### config.mk
export PLATFORM = sky130hd
export DESIGN_NAME = reduce_sum
export DESIGN_NICKNAME = d
export VERILOG_FILES = /design/src/rtl/reduce_sum.sv
export SDC_FILE = /design/constraint.sdc
export NUM_CORES = 1
export LEC_CHECK = 0
export ABC_AREA = 1
export BUFFER_PORTS_ARGS = -buffer_cell sky130_fd_sc_hd__buf_2
export CAP_MARGIN = 20
export CORE_ASPECT_RATIO = 2
export CORE_MARGIN = 5
export CORE_UTILIZATION = 40
export CTS_CLUSTER_DIAMETER = 200
export DETAILED_ROUTE_END_ITERATION = 10
export GPL_ROUTABILITY_DRIVEN = 0
export GPL_TIMING_DRIVEN = 0
export PLACE_DENSITY = 0.71
export SYNTH_ARGS = -nofsm -noshare
export SYNTH_HDL_FRONTEND = slang
export SYNTH_SLANG_ARGS = --single-unit
### constraint.sdc
create_clock -name clk -period 4 [get_ports clk]
set_input_delay 0.2 -clock clk [delete_from_list [all_inputs] [get_ports clk]]
set_output_delay 0.2 -clock clk [all_outputs]
set_load 0.02 [all_outputs]
### src/rtl/reduce_sum.sv
`default_nettype none
// +----------------------------------------------------------------------------+
// | Module      : reduce_sum                                                   |
// | Description : Sums the beats of each valid/last-delimited input burst and  |
// |               presents sum, beat count and wrap flag on a ready/valid port. |
// | Revision    : 1.0 - initial release                                        |
// +----------------------------------------------------------------------------+
module reduce_sum #(
  parameter int IN_WIDTH  = 8,
  parameter int SUM_WIDTH = 16,
  parameter int CNT_WIDTH = 16
) (
  input  logic                 clk,
  input  logic                 rst,
  input  logic                 in_valid,
  input  logic [IN_WIDTH-1:0]  in_data,
  input  logic                 in_last,
  output logic                 in_ready,
  output logic                 out_valid,
  output logic [SUM_WIDTH-1:0] out_sum,
  output logic [CNT_WIDTH-1:0] out_count,
  output logic                 out_overflow,
  input  logic                 out_ready
);

  // One bit wider than the wider operand so the carry out is always visible.
  localparam int c_EXT_W = ((IN_WIDTH > SUM_WIDTH) ? IN_WIDTH : SUM_WIDTH) + 1;

  logic [SUM_WIDTH-1:0] r_acc_sum;
  logic [CNT_WIDTH-1:0] r_acc_cnt;
  logic                 r_acc_ovf;

  logic                 r_out_valid;
  logic [SUM_WIDTH-1:0] r_out_sum;
  logic [CNT_WIDTH-1:0] r_out_count;
  logic                 r_out_overflow;

  logic                 w_in_ready;
  logic                 w_accept;
  logic                 w_accept_last;
  logic                 w_out_consumed;
  logic [c_EXT_W-1:0]   w_sum_full;
  logic [CNT_WIDTH:0]   w_cnt_full;
  logic                 w_sum_carry;
  logic                 w_cnt_carry;
  logic [SUM_WIDTH-1:0] w_next_sum;
  logic [CNT_WIDTH-1:0] w_next_cnt;
  logic                 w_next_ovf;

  assign w_in_ready     = !r_out_valid || out_ready;
  assign w_accept       = in_valid && w_in_ready;
  assign w_accept_last  = w_accept && in_last;
  assign w_out_consumed = r_out_valid && out_ready;

  assign w_sum_full  = c_EXT_W'(r_acc_sum) + c_EXT_W'(in_data);
  assign w_cnt_full  = {1'b0, r_acc_cnt} + {{CNT_WIDTH{1'b0}}, 1'b1};
  assign w_sum_carry = |w_sum_full[c_EXT_W-1:SUM_WIDTH];
  assign w_cnt_carry = w_cnt_full[CNT_WIDTH];
  assign w_next_sum  = w_sum_full[SUM_WIDTH-1:0];
  assign w_next_cnt  = w_cnt_full[CNT_WIDTH-1:0];
  assign w_next_ovf  = r_acc_ovf || w_sum_carry || w_cnt_carry;

  // Accumulator returns to zero at each burst end so the next burst starts clean.
  always_ff @(posedge clk) begin
    if (rst) begin
      r_acc_sum <= '0;
      r_acc_cnt <= '0;
      r_acc_ovf <= 1'b0;
    end else if (w_accept) begin
      if (in_last) begin
        r_acc_sum <= '0;
        r_acc_cnt <= '0;
        r_acc_ovf <= 1'b0;
      end else begin
        r_acc_sum <= w_next_sum;
        r_acc_cnt <= w_next_cnt;
        r_acc_ovf <= w_next_ovf;
      end
    end
  end

  always_ff @(posedge clk) begin
    if (rst) begin
      r_out_valid    <= 1'b0;
      r_out_sum      <= '0;
      r_out_count    <= '0;
      r_out_overflow <= 1'b0;
    end else if (w_accept_last) begin
      r_out_valid    <= 1'b1;
      r_out_sum      <= w_next_sum;
      r_out_count    <= w_next_cnt;
      r_out_overflow <= w_next_ovf;
    end else if (w_out_consumed) begin
      r_out_valid    <= 1'b0;
    end
  end

  assign in_ready     = w_in_ready;
  assign out_valid    = r_out_valid;
  assign out_sum      = r_out_sum;
  assign out_count    = r_out_count;
  assign out_overflow = r_out_overflow;

endmodule
`default_nettype wire

; ---- After elaboration in Yosys (flattened, before gate mapping)
; Index checks and enable logic that the tools add are counted.
; W data, S select, Z words.
[classes]
n_addsub = 2
muxes = 5
reduce_logical = 8
[ops]
columns = op, count
row1 = $mux W16, 2
row2 = $add A16 B1 Y17 const B, 1
row3 = $add A16 B8 Y17, 1
row4 = $logic_and A1 B1 Y1, 3
row5 = $logic_or A1 B1 Y1, 3
row6 = $mux W1, 3
row7 = $reduce_bool A2 Y1, 1
row8 = $logic_not A1 Y1, 1
[totals]
ff_bits = 67
inputBits = 13
out_inout_bits = 35
wordCells = 22

; ---- Depth between registers and ports, before layout
[logic_depth]
word_depth = 5
ltp_mapped = 13
ltp_nobuf = 13

; ---- Worst setup path after synthesis
; Ideal clock, no wire load.
[synth_timing]
kind = register to register
start = reg r_acc_sum[0]
end = reg r_out_sum[14], in the netlist out_sum[14]
setup_time_ns = 0.109
arrival_ns = 1.592
t_required_ns = 3.891
slack_ns = 2.299
path_stages_with_launch = 13
path_buffers = 0
period_less_slack_ns = 1.701
cell_sequence = dfxtp_1 ha_1 fa_1 nand3_1 nand3_1 nand2_1 nand2_1 nand2_1 nand3_1 nand2_1 nand2_1 nand2_1 inv_1
[synth_between]
elab_chain_len = 1
[synth_lines]
columns = item, line_no
row1 = from (decl), 29  ; logic [SUM_WIDTH-1:0] r_acc_sum;
row2 = from (signal assigned), 75  ; r_acc_sum <= w_next_sum;
row3 = $add A16 B8 Y17, 55  ; assign w_sum_full = c_EXT_W'(r_acc_sum) + c_EXT_W'(in_data);
row4 = to (signal assigned), 90  ; r_out_sum <= w_next_sum;
row5 = to (decl), 34  ; logic [SUM_WIDTH-1:0] r_out_sum;
; No other way between the ends.
; A chain may end at the register's enable or synchronous reset.

; ---- Worst setup path in the final report
[layout_timing]
start = reg r_acc_sum[0]
end = reg r_acc_sum[6]
[layout_between]
elab_chain_len = 2
[layout_lines]
columns = item, line_no
row1 = $add A16 B8 Y17, 55
row2 = $mux W16, 70  ; if (in_last) begin
; No other way between the ends.

==> results.tsv <==
stage	metric	value	unit
clocking	cts.clk_slew.worst_paths	0.05	ns
synth	synth_most_common_cell	nand2_1	
synth	synth_cell_types	32	
pwr	peakVddDrop	214	uV
timing	period_share	50.1	%
timing	fin_setup_tns	0	ns
global_route	gr-usage-met2	34.7	%
final_layout	fillers	875	
global_route	grt_max_degree	12	
timing	fin_crit	2.00	ns
clocking	root_buffer	clkbuf_16	
routing	detail-route-antenna-nets	0	
worst_setup_path	timing.rr.start	r_acc_sum[0]	
global_route	grt_busiest_layer	met2	
run_status	outcome	finished clean	
worst_setup_path	endpoint_kind	register	
synth	avgSynthCellArea	6.79	um^2
global_route	grt_overflow	0	
final_layout	diodes	0	
placement	dp_cells	659	
clocking	htreeDepth	3	
synth	synthTopCellsByArea	dfxtp_1 39%, nand2_1 16%, inv_1 6.9%	
die	io_pins	48	
routing	routed-via-count	3405	
timing	tightest_slew	0.630	ns
clocking	cts_setup_buffers	0	
timing	finalSetupViolations	0	
worst_setup_path	worstPathArrival	2.27	ns
clocking	clk_path_buf_depth	2	
routing	drcViolationCount	0	
clocking	clock_latency	0.33	ns
global_route	antenna_found_initial	0	
synth	ys_seq_area_share	38.6	%
synth	synth_ff_type	dfxtp_1	
timing	hold_viol	0	
clocking	cts-buffers-inserted	9	
worst_setup_path	r2r_slack	2.00	ns
routing	post_drt_via_cell_ratio	5.04	
run	maxCapViolCount	0	
synth	yosys.area.top_type_share	38.6	%
timing	rsz0062_at_grt	false	
worst_setup_path	crit_type	reg -> reg	
worst_setup_path	crit_path_start_kind	register	
clocking	cts_tree	built	
clocking	cts_hold_buf	0	
clocking	cts-resized-gates	0	
die	initial_core_util	40.5	%
min_path	hold_depth	6	
die	die_h	142	um
die	core_area	8590	um^2
routing	wirelength	9.53	mm
die	die_x	75.9	um
placement	dp_slack	1.97	ns
final_layout	drive_gt1_share	14.3	%
synth	yosysWarnings	0	
die	rows	48	
synth	yosys-top-cells-count	152 x nand2_1, 67 x dfxtp_1, 64 x inv_1	
timing	fmax	0.499	GHz
synth	synthCells	512	
die	die_area	10800	um^2
min_path	min_to	out_valid	
timing	skew	0.00539	ns
routing	wl_per_cell	14.1	um
worst_setup_path	required	4.26	ns
min_path	hp-class	in -> reg	
timing	layout_setup_ws	2.00	ns
pwr	power.density	409	nW/um^2
global_route	grtUsageMet1	16.9	%
global_route	grt_use_met3	4.64	%
min_path	min_from	out_ready	
global_route	grt_util_all_layers	18.2	%
pwr	p_leak	0.00200	uW
timing	finalMaxSlewViolations	0	
synth	ys_ff_latch	67	
global_route	grt_pass1_wl	15.6	mm
routing	drtPass1Iterations	4	
synth	synth_edf_count	0	
synth	yosys.area.top_type	dfxtp_1	
final_layout	synthToLayoutAreaGrowth	18.8	%
routing	drt_iter0_drc	281	
final_layout	fin_cells	675	
final_layout	nets	593	
worst_setup_path	r2r_end	r_acc_sum[6]	
global_route	grt_pass1_vias	3361	
synth	syn_area	3480	um^2
synth	async_reset_ff_share	0	%
timing	slew_headroom	58.0	%
placement	portBuffers	47	
placement	hpwl	7.43	mm
clocking	cts_sinks	67	
synth	syn_nets	535	
pwr	fin_total_pwr	1690	uW
worst_setup_path	critPathMaxFanout	4	
worst_setup_path	reg2reg_depth	9	
logic make-up after synthesis:
logic type / after synthesis / share of synthesized area (%)
fa+ha+maj: 10 / 3.81
xor+xnor: 11 / 2.77
buf+inv: 86 / 10.0
flops: 67 / 38.6
simple gates: 243 / 29.1
compound gates: 95 / 15.8
cell usage in the layout (no fill, tap or decap), drive strengths merged, types with 2 or more instances in the layout:
master | synthesis | routed
a21oi | 43 | 43
inv | 66 | 66
nor3 | 5 | 5
ha | 9 | 9
nand4 | 7 | 7
buf | 7 | 54
nand2 | 157 | 157
a22oi | 2 | 2
o21a | 7 | 7
or2 | 2 | 2
xor2 | 11 | 11
o21bai | 10 | 10
a21o | 2 | 2
o211ai | 2 | 2
nor2 | 38 | 38
clkbuf | 13 | 24
a2bb2oi | 2 | 2
clkinv | 0 | 3
o21ai | 26 | 26
nand3 | 34 | 34
dfxtp | 67 | 67
per-layer routing:
layer	wire length (um)	part of all wire [%]
met1	3450	36
met4	430	4.5
met3	353	3.7
met5	0	0
met2	5290	56
worst max-delay path, stage by stage (launching register included):
cell and delay, ns:
dfxtp_1 0.31, ha_1 0.21, fa_1 0.45, nand3_1 0.11, nand3_1 0.16, nand2_1 0.10
nand2_1 0.09, xor2_1 0.30, nand2_1 0.08, a21oi_1 0.12
metrics by stage:
| stage | instance area (um^2) | hold WS, ns | utilization, % |
|---|---|---|---|
| after CTS | 4130 | 0.216 | 48.1 |
| final | 4130 | 0.228 | 48.1 |
| after global routing | 4130 | 0.276 | 48.1 |
| after global placement | 3840 | 0.455 | 44.7 |
| after detailed placement | 3840 | 0.459 | 44.7 |
| after floorplan | 3480 | 0.430 | - |
area by class of cell:
type	instances	area, um^2	area share [%]
plain buffers	20	100	2.42
clock buffers	11	243	5.87
clock inverters	5	52.6	1.27
inverters	66	248	5.99
multi-input cells	359	1790	43.3
flip-flops and latches	67	1340	32.4
well taps	100	125	3.03
repair buffers	47	235	5.69
worst max-delay path by stage:
stage / cells past startpoint / endpoint / slack, ns / from
after CTS: 9 / r_acc_sum[6] / 1.98 / r_acc_sum[0]
after global placement: 10 / r_acc_sum[6] / 2.00 / in_data[0]
after detailed placement: 10 / r_acc_sum[6] / 1.97 / in_data[0]
after global routing: 9 / r_acc_sum[6] / 1.86 / r_acc_sum[0]
after floorplan: 12 / out_sum[14] / 2.30 / r_acc_sum[0]
final: 9 / r_acc_sum[6] / 2.00 / r_acc_sum[0]
sequential cells by signal, indices dropped and copies added (netlist names):
| signal | flops |
|---|---|
| r_acc_cnt | 16 |
| out_overflow | 1 |
| out_sum | 16 |
| r_acc_sum | 16 |
| r_acc_ovf | 1 |
| out_count | 16 |
| out_valid | 1 |
power breakdown:
| part | switching [uW] | internal [uW] | total [uW] |
|---|---|---|---|
| Combinational | 132 | 65.2 | 197 |
| Clock | 290 | 496 | 785 |
| Sequential | 13.3 | 694 | 708 |
| Total | 435 | 1260 | 1690 |
No activity file was read; power rests on OpenSTA's default activity.
